### src/rtl/dive_command_sequencer.sv
// dive_command_sequencer: parses "forward|up|down N" ASCII lines into
// one-cycle solver commands, preceded by a clear command.
// Ports: clk, reset (async, active-high)
//        in_valid/in_ready/in_data/in_last : byte stream input
//        cmd_enable/cmd_direction/cmd_value : solver command (registered)
//        done, error : sticky status flags
module dive_command_sequencer #(
   parameter int VALUE_WIDTH = 32
) (
   input  logic                   clk,
   input  logic                   reset,
   input  logic                   in_valid,
   output logic                   in_ready,
   input  logic [7:0]             in_data,
   input  logic                   in_last,
   output logic                   cmd_enable,
   output logic [1:0]             cmd_direction,
   output logic [VALUE_WIDTH-1:0] cmd_value,
   output logic                   done,
   output logic                   error
);

   typedef enum logic [2:0] {
      S_INIT, S_LINE, S_WORD, S_NUM, S_ISSUE, S_ERR, S_DONE
   } state_t;

   state_t                 r_state, w_nx_state;
   logic [1:0]             r_dir, w_nx_dir;
   logic [VALUE_WIDTH-1:0] r_acc, w_nx_acc;
   logic                   r_have, w_nx_have;
   logic                   r_last, w_nx_last;
   logic                   r_ready, w_nx_ready;
   logic                   r_en, w_nx_en;
   logic [1:0]             r_cdir, w_nx_cdir;
   logic [VALUE_WIDTH-1:0] r_cval, w_nx_cval;
   logic                   r_done, r_err;

   logic                   w_xfer;
   logic                   w_is_digit;
   logic                   w_is_lower;
   logic                   w_is_lf;
   logic                   w_is_cr;
   logic [VALUE_WIDTH-1:0] w_acc_dig;

   assign w_xfer     = in_valid & r_ready;
   assign w_is_digit = (in_data >= 8'h30) && (in_data <= 8'h39);
   assign w_is_lower = (in_data >= 8'h61) && (in_data <= 8'h7a);
   assign w_is_lf    = (in_data == 8'h0a);
   assign w_is_cr    = (in_data == 8'h0d);
   // acc*10 + digit, wrapping at the register width
   assign w_acc_dig  = (r_acc << 3) + (r_acc << 1)
                     + {{(VALUE_WIDTH-4){1'b0}}, in_data[3:0]};

   always_comb begin
      w_nx_state = r_state;
      w_nx_dir   = r_dir;
      w_nx_acc   = r_acc;
      w_nx_have  = r_have;
      w_nx_last  = r_last;
      w_nx_en    = 1'b0;
      w_nx_cdir  = r_cdir;
      w_nx_cval  = r_cval;
      unique case (r_state)
         S_INIT: begin
            w_nx_state = S_LINE;
            w_nx_en    = 1'b1;
            w_nx_cdir  = 2'b11;
            w_nx_cval  = '0;
            w_nx_last  = 1'b0;
         end
         S_LINE: begin
            if (w_xfer) begin
               if (in_data == 8'h66 || in_data == 8'h75 ||
                   in_data == 8'h64) begin
                  w_nx_dir   = (in_data == 8'h66) ? 2'b00 :
                               (in_data == 8'h75) ? 2'b01 : 2'b10;
                  w_nx_state = in_last ? S_DONE : S_WORD;
               end else if (w_is_lf || w_is_cr) begin
                  if (in_last) w_nx_state = S_DONE;
               end else begin
                  w_nx_state = S_ERR;
                  w_nx_last  = in_last;
               end
            end
         end
         S_WORD: begin
            if (w_xfer) begin
               if (in_last) begin
                  w_nx_state = S_ERR;
                  w_nx_last  = 1'b1;
               end else if (in_data == 8'h20) begin
                  w_nx_acc   = '0;
                  w_nx_have  = 1'b0;
                  w_nx_state = S_NUM;
               end else if (!w_is_lower) begin
                  w_nx_state = S_ERR;
               end
            end
         end
         S_NUM: begin
            if (w_xfer) begin
               if (w_is_digit) begin
                  w_nx_acc  = w_acc_dig;
                  w_nx_have = 1'b1;
               end
               if (!(w_is_digit || w_is_cr || w_is_lf)) begin
                  w_nx_state = S_ERR;
                  w_nx_last  = in_last;
               end else if (in_last || w_is_lf) begin
                  // line terminator (or end of stream) closes the number
                  if (r_have || w_is_digit) begin
                     w_nx_state = S_ISSUE;
                     w_nx_en    = 1'b1;
                     w_nx_cdir  = r_dir;
                     w_nx_cval  = w_is_digit ? w_acc_dig : r_acc;
                  end else begin
                     w_nx_state = S_ERR;
                  end
                  w_nx_last = in_last;
               end
            end
         end
         S_ISSUE: begin
            w_nx_have  = 1'b0;
            w_nx_state = r_last ? S_DONE : S_LINE;
         end
         S_ERR: begin
            if (r_last || (w_xfer && in_last))
               w_nx_state = S_DONE;
         end
         S_DONE: w_nx_state = S_DONE;
         default: w_nx_state = S_INIT;
      endcase
   end

   // ERROR with a pending last byte drains nothing more
   assign w_nx_ready = (w_nx_state == S_LINE) || (w_nx_state == S_WORD) ||
                       (w_nx_state == S_NUM) ||
                       ((w_nx_state == S_ERR) && !w_nx_last);

   always_ff @(posedge clk or posedge reset) begin
      if (reset) begin
         r_state <= S_INIT;
         r_dir   <= '0;
         r_acc   <= '0;
         r_have  <= 1'b0;
         r_last  <= 1'b0;
         r_ready <= 1'b0;
         r_en    <= 1'b0;
         r_cdir  <= '0;
         r_cval  <= '0;
         r_done  <= 1'b0;
         r_err   <= 1'b0;
      end else begin
         r_state <= w_nx_state;
         r_dir   <= w_nx_dir;
         r_acc   <= w_nx_acc;
         r_have  <= w_nx_have;
         r_last  <= w_nx_last;
         r_ready <= w_nx_ready;
         r_en    <= w_nx_en;
         r_cdir  <= w_nx_cdir;
         r_cval  <= w_nx_cval;
         r_done  <= (w_nx_state == S_DONE);
         r_err   <= r_err | (w_nx_state == S_ERR);
      end
   end

   assign in_ready      = r_ready;
   assign cmd_enable    = r_en;
   assign cmd_direction = r_cdir;
   assign cmd_value     = r_cval;
   assign done          = r_done;
   assign error         = r_err;

endmodule

### config.mk
export PLATFORM = sky130hd
export DESIGN_NAME = dive_command_sequencer
export DESIGN_NICKNAME = d
export VERILOG_FILES = /design/src/rtl/dive_command_sequencer.sv
export SDC_FILE = /design/constraint.sdc
export NUM_CORES = 1
export LEC_CHECK = 0
export ABC_AREA = 1
export BUFFER_PORTS_ARGS = -buffer_cell sky130_fd_sc_hd__buf_4
export CAP_MARGIN = 20
export CELL_PAD_IN_SITES_DETAIL_PLACEMENT = 1
export CELL_PAD_IN_SITES_GLOBAL_PLACEMENT = 2
export CORE_MARGIN = 1.5
export CORE_UTILIZATION = 34
export CTS_CLUSTER_SIZE = 28
export DETAILED_ROUTE_END_ITERATION = 10
export PLACE_DENSITY = 0.89
export SLEW_MARGIN = 20
export SYNTH_ARGS = -nofsm -noshare
export SYNTH_HDL_FRONTEND = slang
export SYNTH_SLANG_ARGS = --single-unit
### constraint.sdc
create_clock -name clk -period 3.4 [get_ports clk]
set_clock_uncertainty 0.15 [all_clocks]
set_input_delay 0.68 -clock clk [delete_from_list [all_inputs] [get_ports clk]]
set_output_delay 0.68 -clock clk [all_outputs]
set_load 0.05 [all_outputs]
== Word-level counts from Yosys, hierarchy flattened ==
Cells that the tools add are included.
Widths: inputs -> output; s select.

* Mux-type cells: 54
* Equal/unequal tests: 25
* Add/sub/neg operators: 2
* Reductions and logical operators: 24
* Magnitude comparators: 4
* Bitwise gates (word level): 2

{| class="wikitable"
|+ Operator list
! cell !! count
|-
| $mux 32 || 9
|-
| $pmux 32 s2 || 2
|-
| $mux 3 || 14
|-
| $add 32x32->32 || 1
|-
| $add 32x4->32 || 1
|-
| $eq 8x7->1 const B || 3
|-
| $pmux 3 s7 || 1
|-
| $mux 1 || 18
|-
| $eq 8x4->1 const B || 2
|-
| $ne 2x2->1 const B || 8
|-
| $eq 3x3->1 const B || 5
|-
| $eq 3x2->1 const B || 4
|-
| $mux 2 || 6
|-
| $logic_or 1x1->1 || 11
|-
| $reduce_and 5->1 || 2
|-
| $eq 8x6->1 const B || 1
|-
| $ge 8x6->1 const B || 1
|-
| $ge 8x7->1 const B || 1
|-
| $le 8x6->1 const B || 1
|-
| $le 8x7->1 const B || 1
|-
| $eq 3x1->1 const B || 2
|-
| $reduce_and 6->1 || 1
|-
| $logic_and 1x1->1 || 4
|-
| $pmux 1 s4 || 1
|-
| other kinds (10) || 11
|}

* Bits in registers: 77

== Longest topological paths before layout ==
Gate-level depths: netlist of run 1.

* Depth after elaboration: 12
* Gate-level depth with buffers: 16

== Worst setup path after synthesis of run 1 ==
Ideal clock, no wire load.

* Kind: input-to-reg
* Start: input port in_data[3]
* End: register r_cval[18], in the netlist cmd_value[18]
* Setup slack: 0.596 ns
* Data required time: 3.132 ns
* Setup time: 0.118 ns
* Cell stages on the path: 12
* Arrival: 2.536 ns
* Cells stage by stage: fa_1 -> fa_1 -> nand3_1 -> nand3_1 -> nand2_1 -> nand2_1 -> nand2_1 -> nand3_1 -> xor2_1 -> nand2_1 -> nand3_1 -> nand2_1

* Word-level cells in the longest chain between the ends: 8

{| class="wikitable"
|+ Ends and longest elaborated chain
! element !! line !! RTL
|-
| start, declared || 14 || <nowiki>input logic [7:0] in_data,</nowiki>
|-
| parallel branches: the longest is 8 deep, another holds $add 32x4->32 || -- ||
|-
| end signal, assigned || 163 || <nowiki>r_cval <= w_nx_cval;</nowiki>
|-
| end, declared || 35 || <nowiki>logic [VALUE_WIDTH-1:0] r_cval, w_nx_cval;</nowiki>
|}

Several ways; the timed one is not identified. The select of a mux whose other input is x is not followed.
A chain may end at the register's enable or synchronous reset.

== Final worst setup path of run 1 ==
* Start: register r_acc[12]
* End: register r_acc[31]

* Word-level cells in the longest chain between the ends: 5

{| class="wikitable"
|+ Ends and longest elaborated chain
! element !! line !! RTL
|-
| start, declared || 29 || <nowiki>logic [VALUE_WIDTH-1:0] r_acc, w_nx_acc;</nowiki>
|-
| start signal, assigned || 157 || <nowiki>r_acc <= w_nx_acc;</nowiki>
|-
| $add 32x32->32 || 51 || <nowiki>assign w_acc_dig = (r_acc << 3) + (r_acc << 1)</nowiki>
|-
| $add 32x4->32 || 52 || <nowiki>+ {{(VALUE_WIDTH-4){1'b0}}, in_data[3:0]};</nowiki>
|-
| $mux 32 || 102 || <nowiki>if (w_is_digit) begin</nowiki>
|-
| $mux 32 || 101 || <nowiki>if (w_xfer) begin</nowiki>
|-
| $pmux 32 s2 || 63 || <nowiki>unique case (r_state)</nowiki>
|}

No other way between the ends. The select of a mux whose other input is x is not followed.

==> results of run 1 <==
placed cells by master (no fill, tap or decap), types with 8 or more instances in the layout:
cell type and count:
a21oi_1 43, buf_4 56, clkbuf_16 9, dfrtp_1 77, ha_1 58, inv_1 115, nand2_1 347, nand3_1 107
nand4_1 16, nor2_1 109, nor3_1 8, o21ai_0 50, xor2_1 8
metal layers:
metal,part of all wire,vias up,wire length (um),track usage
met3,0.030,14,640,0.0222
li1,-,3299,-,-
met5,0,-,0,0
met1,0.51,3211,10800,0.320
met4,0.011,0,232,0.0526
met2,0.45,79,9540,0.371
through the flow:
| stage | std cells | setup WS [ps] | utilization | instance area (um2) | total power, mW |
|---|---|---|---|---|---|
| final | 1282 | 454 | 0.394 | 7350 | 4.03 |
| after global routing | 1282 | 156 | 0.394 | 7350 | 4.30 |
| after CTS | 1282 | 454 | 0.394 | 7350 | 4.05 |
| after detailed placement | 1266 | 148 | 0.377 | 7040 | 3.02 |
| after global placement | 1266 | 233 | 0.377 | 7040 | 2.99 |
| after floorplan | 1001 | 596 | - | 6430 | 2.48 |
cells by family after synthesis:
kind of cell	after synthesis
flops	77
xor+xnor	13
simple gates	595
compound gates	108
fa+ha+maj	60
buf+inv	148
state kept, by name, summed over array words and instances, names as in the netlist:
| signal | cells |
|---|---|
| in_ready | 1 |
| error | 1 |
| r_acc | 32 |
| r_dir | 2 |
| cmd_enable | 1 |
| r_state | 3 |
| r_have | 1 |
| r_last | 1 |
| done | 1 |
| cmd_direction | 2 |
| cmd_value | 32 |
power breakdown:
| part | switching [mW] | leakage (nW) | internal, mW | total [mW] |
|---|---|---|---|---|
| sequential | 0.127 | 1.01 | 1.05 | 1.18 |
| combinational | 1.30 | 2.87 | 0.537 | 1.83 |
| clock | 0.426 | 0.145 | 0.594 | 1.02 |
final cells by class:
class,count,area share
Tap cell,234,0.0399
Sequential cell,77,0.262
Timing Repair Buffer,58,0.0627
Multi-Input combinational cell,776,0.531
Clock inverter,6,0.00971
Inverter,121,0.0620
Clock buffer,10,0.0325
worst reg2reg max path: stages (launching register included):
cell     delay [ps]
dfrtp_1         450
ha_1            370
ha_1            390
nand2_1          90
nor2_1          320
inv_1           120
nor3_1          400
nand2_1         160
nand3_1         110
nand3_1         120
nand3_1         100
nand2_1          60
worst max path at each step:
| stage | to | slack (ps) |
|---|---|---|
| 6_report | r_acc[31]$_DFFE_PP0P_ | 450 |
| 3_5_place_dp | cmd_value[26]$_DFFE_PP0P_ | 150 |
| 2_1_floorplan | cmd_direction[0]$_DFFE_PP0P_ | 600 |
| 3_3_place_gp | r_acc[26]$_DFFE_PP0P_ | 230 |
| 4_1_cts | r_acc[31]$_DFFE_PP0P_ | 450 |
| 5_1_grt | r_acc[31]$_DFFE_PP0P_ | 160 |
==> impl_metrics.tcl, run 1 <==
set metrics [dict create \
    detailed_place_hpwl_um 16600 \
    area_growth_pct 14.3 \
    synth-compound-area-share 0.0895 \
    power.leakage_nw 4.03 \
    synth_mux_area_frac 0 \
    holdBufCountCts 0 \
    drtIter0Drc 294 \
    first_pass_iters 4 \
    track_usage 0.225 \
    start_kind "flip-flop" \
    tightest_slew_ps 742 \
    critical_path.top_delay_family "simple AND/OR/NAND/NOR gates" \
    clock_latency_ps 350 \
    report.final.slew_viol_count 0 \
    hold_class "in -> async" \
    final_nets 1115 \
    path_max_fanout 5 \
    crit_type "reg -> reg" \
    clock-sinks 77 \
    row_count 50 \
    yosysMostFrequentCell "nand2_1" \
    synth_nets 1073 \
    rr_startpoint "r_acc[12]$_DFFE_PP0P_" \
    antenna_found_initial 0 \
    rsz0062_at_grt "no" \
    crit_required_ps 3490 \
    cp_slowest_cell "dfrtp_1" \
    p_per_area_mw_per_mm2 549 \
    multiInputGateArea_mm2 0.00390 \
    syn_inst 1001 \
    syn-cell-area_mm2 0.00643 \
    io_pins 50 \
    io_buffers 49 \
    cp.depth 11 \
    holdWs_ps 278 \
    yosys_warnings 0 \
    cts_setup_buffers 0 \
    ys_types 31 \
    synthAdderAreaFrac 0.119 \
    crit_path_start "r_acc[12]$_DFFE_PP0P_" \
    synth_edf_count 0 \
    rr_worst_depth 11 \
    gp_routability_congestion 0.899 \
    root_buffer "clkbuf_16" \
    grt_start_max_net_pins 41 \
    cts_tree "done" \
    async_flop_share 1.00 \
    cp_cell_sequence "ha_1, ha_1, nand2_1, nor2_1, inv_1, nor3_1, nand2_1, nand3_1, nand3_1, nand3_1, nand2_1" \
    cts_made_buffers 9 \
    synth-main-ff-cell "dfrtp_1" \
    synth_top_cell_area_share 0.300 \
    start_util 0.345 \
    drc_errors 0 \
    finalHoldViolCount 0 \
    synth_top_family_by_area "simple AND/OR/NAND/NOR gates" \
    max_slew_margin 0.505 \
    synth_top_area_cell "dfrtp_1" \
    die_height_um 141 \
    end_kind "flip-flop" \
    slowest_delay_ps 450 \
    grt_overflow_total 0 \
    vias_per_cell 5.15 \
    core_mm2 0.0186 \
    setup_viol_count_final 0 \
    drive_gt1_frac 0.0859 \
    netlist_top_cells_count "347 x nand2_1, 116 x inv_1, 109 x nor2_1" \
    clkSlewWorstSetupHoldPaths_ps 70 \
    final.fill_count 2467 \
    synthSimpleGateAreaFrac 0.380 \
    h-tree-depth 3 \
    cts_max_path_buffers 2 \
    ys_seq_elements 77 \
    synth_area_leaders "dfrtp_1 30%, nand2_1 20%, ha_1 11%" \
    r2r-end "r_acc[31]$_DFFE_PP0P_" \
    status "complete, no violations" \
    fin_tns_setup_ps 0 \
    avgSynthCellArea_um2 6.42 \
    r2r_slack_ps 450 \
    grt_first_pass_wirelength_um 35400 \
    drt-total-wl_um 21200 \
    grt_pass1_vias 6869 \
    ctsResizeCount 0 \
    drv_cap 0 \
    fmax_ghz 0.339 \
    synth-xor-area-share 0.0177 \
    drtAntennaViolNets 0 \
    worst-path-buf-inv 1 \
    wire_per_inst_um 16.6 \
    seq_area_frac_synth 0.300 \
    irDropWorstVdd_mv 0.377 \
    seqCellArea_mm2 0.00193 \
    min_period_ps 2950 \
    min_period_over_period 0.866 \
    vias 6603 \
    die-width_um 141 \
    die_area_mm2 0.0197 \
    diodes 0 \
    critPathArrivalTime_ps 3040 \
]
Power figures use the tool's default switching activity.
==> run 2: changes to the inputs <==
- CORE_UTILIZATION: 34 -> 30
- PLACE_DENSITY: 0.89 -> 0.83
- SKIP_LAST_GASP: unset -> 1
- clock period: 3.4 -> 2.5 ns (I/O delays scaled with it)
==> impl_metrics.tcl, run 2 (same netlist as run 1, synthesis figures left out) <==
set metrics [dict create \
    crit_required_ps 2600 \
    setup_ws_ps -92.7 \
    area_growth_pct 47.7 \
    p_per_area_mw_per_mm2 721 \
    finalHoldViolCount 0 \
    antenna_found_initial 0 \
    drv_cap 0 \
    die_area_mm2 0.0223 \
    wire_per_inst_um 18.1 \
    vias_per_cell 5.03 \
    min_period_over_period 1.04 \
    fmax_ghz 0.386 \
    drtAntennaViolNets 0 \
    violations "setup timing" \
    start_kind "flip-flop" \
    grt_start_max_net_pins 35 \
    io_buffers 49 \
    final_nets 1227 \
    power.leakage_nw 4.74 \
    cts_tree "done" \
    multiInputGateArea_mm2 0.00506 \
    start_util 0.306 \
    cts_max_path_buffers 2 \
    combPwrFrac 0.550 \
    path_max_fanout 3 \
    first_pass_iters 4 \
    min_period_ps 2590 \
    final_common_cell "nand2_1" \
    diodes 0 \
    pwr-share-seq 0.238 \
    final_cell_mix "297 x nand2_1, 159 x buf_4, 107 x inv_1, 90 x nor2_1, 65 x nand3_1" \
    rsz0062_at_grt "yes" \
    switchingPower_mw 3.10 \
    p_int_mw 3.75 \
    grt_overflow_total 0 \
    die-width_um 149 \
    tightest_slew_ps 549 \
    place_ws_ps -422 \
    holdWs_ps 42.9 \
    final.fill_count 2594 \
    vias 7222 \
    drive_gt1_frac 0.354 \
    h-tree-depth 3 \
    clock_latency_ps 360 \
    setup_viol_count_final 14 \
    irDropWorstVdd_mv 0.448 \
    die_height_um 149 \
    report.final.slew_viol_count 0 \
    track_usage 0.219 \
    r2r_slack_ps -90 \
    status "complete, but fails checks" \
    max_slew_margin 0.633 \
    swShare 0.452 \
    critPathArrivalTime_ps 2690 \
    seqCellArea_mm2 0.00195 \
    detailed_place_hpwl_um 17700 \
    pwr-share-clk 0.212 \
    drt-total-wl_um 26000 \
    clkSlewWorstSetupHoldPaths_ps 70 \
    gp_routability_congestion 0.837 \
    crit_type "reg -> reg" \
    drc_errors 0 \
    grt_first_pass_wirelength_um 38000 \
    hold_class "in -> async" \
    end_kind "flip-flop" \
    row_count 53 \
    io_pins 50 \
    holdBufCountCts 0 \
    drtIter0Drc 323 \
    root_buffer "clkbuf_16" \
    core_mm2 0.0210 \
    grt_pass1_vias 7295 \
    cts_made_buffers 9 \
    clock-sinks 77 \
]
[run 2: cell type report]
cell class | count | share of cell area
multi-input combinational | 776 | 0.533
sequential | 77 | 0.205
timing repair buffer | 170 | 0.143
inverter | 121 | 0.0482
tap | 275 | 0.0362
clock buffer | 11 | 0.0266
clock inverter | 5 | 0.00685
[run 2: routing by layer]
| layer | global-route usage | up-vias | routed length, um |
|---|---|---|---|
| met5 | 0 | - | 0 |
| met4 | 0.0515 | 0 | 640 |
| met3 | 0.0318 | 47 | 710 |
| met2 | 0.366 | 116 | 12800 |
| met1 | 0.296 | 3532 | 11900 |
| li1 | - | 3527 | - |
[run 2: final timing paths]
| kind | startpoint | to | cells past startpoint |
|---|---|---|---|
| min reg2reg | error$_DFF_PP0_ | error$_DFF_PP0_ | 2 |
| max reg2reg | r_acc[12]$_DFFE_PP0P_ | r_acc[22]$_DFFE_PP0P_ | 14 |
| max in group asynchronous | reset | r_acc[4]$_DFFE_PP0P_ | 3 |
| min | reset | r_acc[21]$_DFFE_PP0P_ | 2 |
| min in group clk | error$_DFF_PP0_ | error$_DFF_PP0_ | 2 |
| max | r_acc[12]$_DFFE_PP0P_ | r_acc[22]$_DFFE_PP0P_ | 14 |
[run 2: what timing repair did]
| action | 4_1_cts | 5_1_grt |
|---|---|---|
| endpoints found under the setup margin | 48 | 54 |
| pin swaps | 15 | 58 |
| gates resized for setup | 68 | 184 |
| hold endpoints to repair | 0 | 0 |
| buffers inserted | 5 | 9 |
[run 2: critical path, cell delays in order (launching register included)]
cell     delay (ps)
dfrtp_2         450
buf_6           130
ha_4            230
ha_4            280
nand2_2         110
buf_4           180
nor2_4          160
o21ai_2         120
buf_4           140
nand2_1          50
nand2_1          80
nand4_1         100
nand3_2         110
nand3_1         100
nand2_1          60
[run 2: power groups by stage]
stage | Clock (mW) | Sequential (mW) | Combinational (mW)
3_3_place_gp | 0 | 1.62 | 2.82
3_5_place_dp | 0 | 1.63 | 2.87
5_1_grt | 1.52 | 1.65 | 4.06
4_1_cts | 1.47 | 1.61 | 3.12
2_1_floorplan | 0 | 1.88 | 1.51
6_report | 1.45 | 1.63 | 3.77
[run 2: metrics by stage]
stage	cell area (um2)	setup TNS, ps	instances	utilization	total power [mW]
after CTS	8550	-850	1426	0.407	6.21
after floorplan	6440	0	1001	-	3.38
after global placement	7870	-12950	1405	0.374	4.45
after global routing	9490	-4050	1435	0.452	7.23
after detailed placement	7870	-15260	1405	0.374	4.50
final	9490	-527	1435	0.452	6.85
==> run 3: changes to the inputs <==
- BUFFER_PORTS_ARGS: -buffer_cell sky130_fd_sc_hd__buf_4 -> -buffer_cell sky130_fd_sc_hd__buf_2
- REMOVE_ABC_BUFFERS: unset -> 1
==> impl_metrics.tcl, run 3 (same netlist as run 1, synthesis figures left out) <==
set metrics [dict create \
    die-width_um 149 \
    swShare 0.446 \
    drc_errors 0 \
    crit_required_ps 2590 \
    setup_ws_ps -38.5 \
    cts_made_buffers 9 \
    drtIter0Drc 269 \
    start_util 0.306 \
    drv_cap 0 \
    critPathArrivalTime_ps 2630 \
    power.leakage_nw 4.65 \
    crit_type "reg -> reg" \
    final_nets 1228 \
    die_area_mm2 0.0223 \
    p_int_mw 3.58 \
    clock-sinks 77 \
    rsz0062_at_grt "yes" \
    die_height_um 149 \
    setup_viol_count_final 6 \
    switchingPower_mw 2.88 \
    first_pass_iters 4 \
    holdWs_ps 20.8 \
    worst-path-buf-inv 0 \
    vias_per_cell 4.90 \
    antenna_found_initial 0 \
    track_usage 0.216 \
    max_slew_margin 0.626 \
    diodes 0 \
    io_pins 50 \
    wire_per_inst_um 16.6 \
    report.final.slew_viol_count 0 \
    start_kind "flip-flop" \
    p_per_area_mw_per_mm2 709 \
    final_cell_mix "320 x nand2_1, 115 x inv_1, 114 x buf_4, 87 x nor2_1, 79 x nand3_1" \
    min_period_ps 2540 \
    root_buffer "clkbuf_16" \
    fmax_ghz 0.394 \
    core_mm2 0.0210 \
    area_growth_pct 41.6 \
    path_max_fanout 4 \
    grt_start_max_net_pins 33 \
    rr_startpoint "r_acc[0]$_DFFE_PP0P_" \
    drt-total-wl_um 23900 \
    placed_cells_incl_taps 1410 \
    grt_first_pass_wirelength_um 37800 \
    finalHoldViolCount 0 \
    min_period_over_period 1.02 \
    cts_max_path_buffers 2 \
    cts_tree "done" \
    cp_cell_sequence "fa_2, fa_2, nand3_2, nand3_4, nand2_4, nand2_4, nand2_2, nand3_2, xor2_1, nand2_1, nand3_1, nand2_1" \
    pwr-share-seq 0.247 \
    clock_latency_ps 350 \
    hold_class "in -> async" \
    crit_path_start "r_acc[0]$_DFFE_PP0P_" \
    detailed_place_hpwl_um 17400 \
    status "complete, but fails checks" \
    vias 7028 \
    critical_path.top_delay_family "adder cells" \
    final.fill_count 2673 \
    cp_slowest_cell "fa_2" \
    holdBufCountCts 0 \
    violations "setup timing" \
    end_kind "flip-flop" \
    grt_overflow_total 0 \
    io_buffers 49 \
    h-tree-depth 3 \
    pwr-share-clk 0.203 \
    tightest_slew_ps 560 \
    combPwrFrac 0.550 \
    irDropWorstVdd_mv 0.483 \
    final_cells 1435 \
    drive_gt1_frac 0.309 \
    grt_pass1_vias 7310 \
    gp_routability_congestion 0.875 \
    clkSlewWorstSetupHoldPaths_ps 70 \
    drtAntennaViolNets 0 \
    place_ws_ps -565 \
    slowest_delay_ps 490 \
    final_common_cell "nand2_1" \
    row_count 53 \
]
-- run 3: layout make-up --
class                   count  area [um2]  area share
clock inverters             1        5.00    0.000550
inverters                 121         455      0.0500
well taps                 275         344      0.0378
clock buffers              14         274      0.0301
flip-flops and latches     77        1950       0.214
multi-input cells         776        4850       0.532
repair buffers            171        1230       0.136
-- run 3: per-stage QoR --
step	power (mW)	TNS, ps	util	area (um2)
after global placement	4.48	-16520	0.370	7770
final	6.46	-145	0.433	9100
after CTS	6.17	-110	0.401	8420
after global routing	6.92	-3640	0.433	9100
after detailed placement	4.53	-18480	0.370	7770
after floorplan	3.28	-14030	-	6280
-- run 3: worst paths after layout --
| kind | endpoint | slack [ps] | cells after the start |
|---|---|---|---|
| max | cmd_value[18]$_DFFE_PP0P_ | -40 | 12 |
| min | cmd_value[17]$_DFFE_PP0P_ | 20 | 2 |
| max reg2reg | cmd_value[18]$_DFFE_PP0P_ | -40 | 12 |
| min reg2reg | error$_DFF_PP0_ | 310 | 2 |
| max in group asynchronous | r_acc[8]$_DFFE_PP0P_ | 1450 | 3 |
| min in group clk | error$_DFF_PP0_ | 310 | 2 |
-- run 3: layer usage --
| layer | track usage | up-vias | part of all wire | wire, um |
|---|---|---|---|---|
| li1 | - | 3513 | - | - |
| met1 | 0.285 | 3414 | 0.47 | 11200 |
| met2 | 0.372 | 78 | 0.50 | 11800 |
| met3 | 0.0306 | 23 | 0.024 | 580 |
| met4 | 0.0450 | 0 | 0.013 | 317 |
| met5 | 0 | - | 0 | 0 |
-- run 3: power groups by stage --
stage	clock (mW)	combinational, mW	sequential, mW
floorplan	0	1.38	1.90
global placement	0	2.87	1.61
detailed placement	0	2.92	1.60
CTS	1.34	3.24	1.59
global route	1.39	3.90	1.62
finish	1.31	3.56	1.59
-- run 3: what timing repair did --
action / in CTS / in global routing
pin swaps: 18 / 29
cloned: 0 / 0
buffers inserted: 4 / 7
endpoints found under the setup margin: 49 / 53
gates resized for setup: 71 / 118
